### src/rtl/mossa_collector.sv
// Move collector in front of the Morra Cinese core: gathers one legal move per player, then presents the pair.
// Optional round timeout is compiled in with `define MOSSA_TIMEOUT_EN.
module mossa_collector #(
  parameter int TIMEOUT_CYCLES = 1000,
  parameter int CNT_W          = 10
) (
  input  logic       clk,
  input  logic       rst_n,
  input  logic       inizia_in,
  input  logic [1:0] primo_mossa,
  input  logic       primo_valid,
  input  logic [1:0] secondo_mossa,
  input  logic       secondo_valid,
  input  logic       core_ready,
  output logic [1:0] PRIMO,
  output logic [1:0] SECONDO,
  output logic       mossa_valid,
  output logic       INIZIA,
  output logic       primo_ack,
  output logic       secondo_ack,
  output logic       illegal_err,
  output logic       timeout_err
);

  typedef enum logic [1:0] {IDLE, WAIT, PRESENT} state_t;

  generate
    if ((2 ** CNT_W) < TIMEOUT_CYCLES) begin : g_bad_cnt_w
      $error("CNT_W too narrow for TIMEOUT_CYCLES");
    end
  endgenerate

  state_t          state_reg, state_next;
  logic [1:0]      full_reg, full_next;
  logic [1:0][1:0] code_reg, code_next;
  logic [1:0]      primo_reg, primo_next;
  logic [1:0]      secondo_reg, secondo_next;
  logic            valid_reg, valid_next;
  logic            inizia_reg, inizia_next;
  logic [1:0]      ack_reg, ack_next;
  logic            illegal_reg, illegal_next;
  logic            timeout_hit;

  logic [1:0][1:0] mossa_in;
  logic [1:0]      valid_in;
  logic [1:0]      capture;
  logic [1:0]      illegal;

  assign mossa_in = {secondo_mossa, primo_mossa};
  assign valid_in = {secondo_valid, primo_valid};

  // A strobe into an already-full slot is ignored outright, even if its code is 00.
  generate
    for (genvar gi = 0; gi < 2; gi++) begin : g_player
      logic open_slot;
      assign open_slot   = (state_reg == WAIT) && !inizia_in && valid_in[gi] && !full_reg[gi];
      assign capture[gi] = open_slot && (mossa_in[gi] != 2'b00);
      assign illegal[gi] = open_slot && (mossa_in[gi] == 2'b00);
    end
  endgenerate

`ifdef MOSSA_TIMEOUT_EN
  logic [CNT_W-1:0] cnt_reg, cnt_next;
  logic             timeout_reg;

  assign timeout_hit = (state_reg == WAIT) && !inizia_in && (capture == 2'b00) &&
                       (full_reg[0] ^ full_reg[1]) &&
                       (cnt_reg == CNT_W'(TIMEOUT_CYCLES - 1));

  always_comb begin
    cnt_next = cnt_reg;
    if (state_reg != WAIT || inizia_in || (capture != 2'b00) || timeout_hit)
      cnt_next = '0;
    else if (full_reg[0] ^ full_reg[1])
      cnt_next = cnt_reg + CNT_W'(1);
  end

  always_ff @(posedge clk or negedge rst_n) begin
    if (!rst_n) begin
      cnt_reg     <= '0;
      timeout_reg <= 1'b0;
    end else begin
      cnt_reg     <= cnt_next;
      timeout_reg <= timeout_hit;
    end
  end

  assign timeout_err = timeout_reg;
`else
  assign timeout_hit = 1'b0;
  assign timeout_err = 1'b0;
`endif

  always_comb begin
    state_next   = state_reg;
    full_next    = full_reg;
    code_next    = code_reg;
    primo_next   = primo_reg;
    secondo_next = secondo_reg;
    valid_next   = valid_reg;
    inizia_next  = inizia_in;
    ack_next     = capture;
    illegal_next = |illegal;

    case (state_reg)
      IDLE: begin
        if (inizia_in) state_next = WAIT;
      end
      WAIT: begin
        if (inizia_in) begin
          full_next = 2'b00;
        end else if (full_reg == 2'b11) begin
          state_next   = PRESENT;
          valid_next   = 1'b1;
          primo_next   = code_reg[0];
          secondo_next = code_reg[1];
        end else begin
          for (int i = 0; i < 2; i++) begin
            if (capture[i]) begin
              full_next[i] = 1'b1;
              code_next[i] = mossa_in[i];
            end
          end
          if (timeout_hit) full_next = 2'b00;
        end
      end
      PRESENT: begin
        // A transfer and a restart leave the same state behind, so they share one path.
        if ((valid_reg && core_ready) || inizia_in) begin
          state_next   = WAIT;
          full_next    = 2'b00;
          valid_next   = 1'b0;
          primo_next   = 2'b00;
          secondo_next = 2'b00;
        end
      end
      default: state_next = IDLE;
    endcase
  end

  always_ff @(posedge clk or negedge rst_n) begin
    if (!rst_n) begin
      state_reg   <= IDLE;
      full_reg    <= 2'b00;
      code_reg    <= '0;
      primo_reg   <= 2'b00;
      secondo_reg <= 2'b00;
      valid_reg   <= 1'b0;
      inizia_reg  <= 1'b0;
      ack_reg     <= 2'b00;
      illegal_reg <= 1'b0;
    end else begin
      state_reg   <= state_next;
      full_reg    <= full_next;
      code_reg    <= code_next;
      primo_reg   <= primo_next;
      secondo_reg <= secondo_next;
      valid_reg   <= valid_next;
      inizia_reg  <= inizia_next;
      ack_reg     <= ack_next;
      illegal_reg <= illegal_next;
    end
  end

  assign PRIMO       = primo_reg;
  assign SECONDO     = secondo_reg;
  assign mossa_valid = valid_reg;
  assign INIZIA      = inizia_reg;
  assign primo_ack   = ack_reg[0];
  assign secondo_ack = ack_reg[1];
  assign illegal_err = illegal_reg;

endmodule

### config.mk
export PLATFORM = sky130hd
export DESIGN_NAME = mossa_collector
export DESIGN_NICKNAME = d
export VERILOG_FILES = /design/src/rtl/mossa_collector.sv
export SDC_FILE = /design/constraint.sdc
export NUM_CORES = 1
export LEC_CHECK = 0
export CORE_AREA = 4 4 48 50
export DETAILED_ROUTE_END_ITERATION = 6
export DIE_AREA = 0 0 52 54
export PLACE_DENSITY_LB_ADDON = 0.25
export SYNTH_ARGS = -nofsm -noshare
export SYNTH_HDL_FRONTEND = slang
export SYNTH_SLANG_ARGS = --single-unit
### constraint.sdc
create_clock -name clk -period 2.5 [get_ports clk]
set_clock_uncertainty 0.15 [all_clocks]
set_input_delay 0.375 -clock clk [delete_from_list [all_inputs] [get_ports clk]]
set_output_delay 0.375 -clock clk [all_outputs]
set_load 0.02 [all_outputs]
==> summary.txt <==
Synth
  – Share of the synthesized area in the top cell type: 0.4857
  – Ys flop type: sky130_fd_sc_hd__dfrtp_1
  – Ranking of synthesized cells by area: sky130_fd_sc_hd__dfrtp_1 49%, sky130_fd_sc_hd__mux2_2 7.7%, sky130_fd_sc_hd__ha_1 7.1%
  – Count of distinct cell types in the synthesized netlist: 25
  – Number of synthesized register bits: 17
  – Cell count after synthesis: 69
  – Cell Area, Synth: 875.8 um^2
  – Cell accounting for the most synthesized area: sky130_fd_sc_hd__dfrtp_1
  – Share of synthesized flip-flops with an asynchronous set or reset: 1.000
  – Syn nets: 84
  – Sequential area share after synthesis: 0.4857
  – Synthesis Warnings: 0
  – Synthesized area per cell: 12.69 um^2
  – Count of flip-flops with a built-in enable after synthesis: 0

Placed design
  – Post-detail-place hpwl: 1.317 mm
  – Number of placed instances, taps included: 114
  – Number of buffer cells added on primary ports: 18
  – Global placer's final weighted congestion: 0.8541
  – DP Worst Slack: 0.4135 ns

Layout
  – Syn-to-layout area delta: 27.57%
  – Most common cell after layout, fill and taps aside: sky130_fd_sc_hd__clkdlybuf4s50_1
  – Antenna diode instance count: 0
  – Highest-count cells in the layout ignoring fill and taps: 18 x sky130_fd_sc_hd__clkdlybuf4s50_1, 17 x sky130_fd_sc_hd__dfrtp_1, 6 x sky130_fd_sc_hd__mux2_2
  – Post-route core utilization: 0.5875
  – Fraction of final layout cells sized beyond drive strength 1: 0.1978
  – Net total in the final layout: 107
  – Filler Cells Inserted: 166
  – Number of standard cells in the final layout excluding fillers: 118
  – Max FFs per register: 4

GRT
  – Initial antenna violation count: 0
  – Global-route wire length before repair: 2.822 mm
  – Highest-utilization routing layer at the global route stage: met2
  – Residual overflow from global routing: 0
  – Maximum number of pins on one net before global-route repair: 18
  – M1 GR Usage: 0.1638
  – GR Util All Layers: 0.1445
  – Met3 routing resource usage after global routing: 0.04432
  – GR met2 Demand/Resource: 0.2238
  – Vias in the first global route: 629

Floorplanning
  – Total die area: 0.002808 mm^2
  – Width of the die: 52 um
  – Top-Level Pins: 20
  – Number of rows in the core area: 16
  – Starting utilization of the core area: 0.4605
  – Die Height: 54 um
  – Total core area: 0.001902 mm^2

Timing
  – Setup_tns: 0 ns
  – Final setup fails: 0
  – Slew headroom: 0.5102
  – Share of the clock period used by the worst path after layout: 0.7903
  – Least-Margin Pin Slew: 0.7324 ns
  – Unrepaired setup endpoints after global routing: false
  – FMAX: 506.2 MHz
  – Final-report hold violation count: 0
  – Clock period minus final worst setup slack: 1.976 ns
  – Number of max-slew violations in the final report: 0
  – Hold_ws: 0.3538 ns
  – Final worst-path setup slack: 0.5243 ns

Job
  – Number of maximum-capacitance violations: 0

Drt
  – Vias: 617
  – Initial DRT Pass Iterations: 4
  – Detailed router's first-iteration violation count: 9
  – DRT antenna net count: 0
  – Post-DR wirelength/cell: 14.33 um
  – Average via count per standard cell: 5.229
  – DRC: 0
  – Final wirelength: 1.691 mm

CTS
  – Clock tree from TritonCTS: built
  – Clock transition at path regs: 0.10 ns
  – Maximum number of buffers from clock root to sink: 2
  – Hold buffer count at cts: 0
  – Number of setup buffers added after CTS: 0
  – Clock Latency Late Sink: 0.29 ns
  – Clock sink total: 17
  – Root Driver: sky130_fd_sc_hd__clkbuf_4
  – CTS HTree Levels: 1
  – Total CTS buffers: 3
  – # resized after CTS: 0

Setup path
  – Startpoint-to-endpoint class of the critical path: reg2reg
  – Worst Path Max Fanout: 6
  – Critical Path Source Type: flip-flop
  – FF-to-FF setup slack: 0.52 ns
  – Crit path DAT: 2.00 ns
  – Critical register-to-register path endpoint: code_reg[2]$_DFFE_PN0P_
  – Startpoint of the worst-slack reg-to-reg timing path: state_reg[1]$_DFFE_PN0P_
  – Capturing element type of the critical path: flip-flop
  – Depth of the worst register-to-register path: 5
  – Data required time at the worst endpoint: 2.53 ns

Outcome
  – Result of the run: finished, final reports clean

Min path
  – Path type of the worst min-delay path: in2async

Pwr
  – Leakage: 0.4863 nW
  – Peak supply drop: 0.4721 mV
  – Power density of the placed cells: 875.0 mW/mm^2
-- stage by stage --
step / instance area (um^2) / total power, mW
finish: 1117 / 0.9777
global route: 1117 / 1.065
detailed placement: 1090 / 0.8419
CTS: 1117 / 0.9946
floorplan: 875.8 / 0.7119
global placement: 1090 / 0.8278
-- cells by family after synthesis --
kind of cell | after synthesis | share of synthesized area
AO/OA/AOI/OAI | 18 | 0.1714
flip-flops | 17 | 0.4857
AND/OR/NAND/NOR | 16 | 0.1557
buffers and inverters | 6 | 0.03428
multiplexers | 6 | 0.07714
adder cells (fa/ha/maj) | 5 | 0.07143
other | 1 | 0.004282
-- report_power, final --
part | switching (mW) | internal [mW] | leakage, nW
registers | 0.0715 | 0.351 | 0.220
logic | 0.202 | 0.209 | 0.248
clock network | 0.0853 | 0.0596 | 0.0177
-- metal layers --
metal  routed length (um)  part of all wire  up-vias
li1                     -                 -      302
met1                  705              0.42      289
met2                  806              0.48       20
met3                  127             0.075        6
met4                   52             0.031        0
met5                    0                 0        -
-- worst max-delay path, cell delays in order, from the launching register on --
cell                       delay, ns
sky130_fd_sc_hd__dfrtp_1        0.42
sky130_fd_sc_hd__inv_1          0.11
sky130_fd_sc_hd__ha_1           0.32
sky130_fd_sc_hd__nand2b_4       0.13
sky130_fd_sc_hd__nor4b_4        0.37
sky130_fd_sc_hd__mux2_2         0.37
-- worst max path at each step --
stage                                         from                  endpoint  slack [ns]  depth (start not counted)
after floorplan           state_reg[0]$_DFFE_PN0P_  state_reg[1]$_DFFE_PN0P_        0.71                          5
after CTS                 state_reg[1]$_DFFE_PN0P_   code_reg[2]$_DFFE_PN0P_        0.52                          5
after detailed placement                 inizia_in   code_reg[2]$_DFFE_PN0P_        0.41                          4
after global placement                   inizia_in   code_reg[2]$_DFFE_PN0P_        0.47                          4
after global routing      state_reg[1]$_DFFE_PN0P_   code_reg[2]$_DFFE_PN0P_        0.40                          5
final                     state_reg[1]$_DFFE_PN0P_   code_reg[2]$_DFFE_PN0P_        0.52                          5
-- cell type report --
class / instances / area [um^2] / share of cell area
repair buffers: 20 / 195.2 / 0.1747
clock buffers: 3 / 22.52 / 0.02016
inverters: 4 / 15.01 / 0.01344
clock inverters: 1 / 5.005 / 0.004479
multi-input cells: 46 / 420.4 / 0.3763
flip-flops and latches: 17 / 425.4 / 0.3807
well taps: 27 / 33.78 / 0.03024
-- cells in the mapped netlist, types with 2 or more instances --
library cell	n
sky130_fd_sc_hd__inv_1	4
sky130_fd_sc_hd__o221ai_1	3
sky130_fd_sc_hd__o2bb2ai_1	2
sky130_fd_sc_hd__o21ai_0	3
sky130_fd_sc_hd__a22o_1	5
sky130_fd_sc_hd__nor4b_4	2
sky130_fd_sc_hd__buf_4	2
sky130_fd_sc_hd__nor3b_1	2
sky130_fd_sc_hd__dfrtp_1	17
sky130_fd_sc_hd__nand2_1	2
sky130_fd_sc_hd__ha_1	5
sky130_fd_sc_hd__a32o_1	2
sky130_fd_sc_hd__nor2_1	3
sky130_fd_sc_hd__mux2_2	6
(Power assumes the default switching activity.)
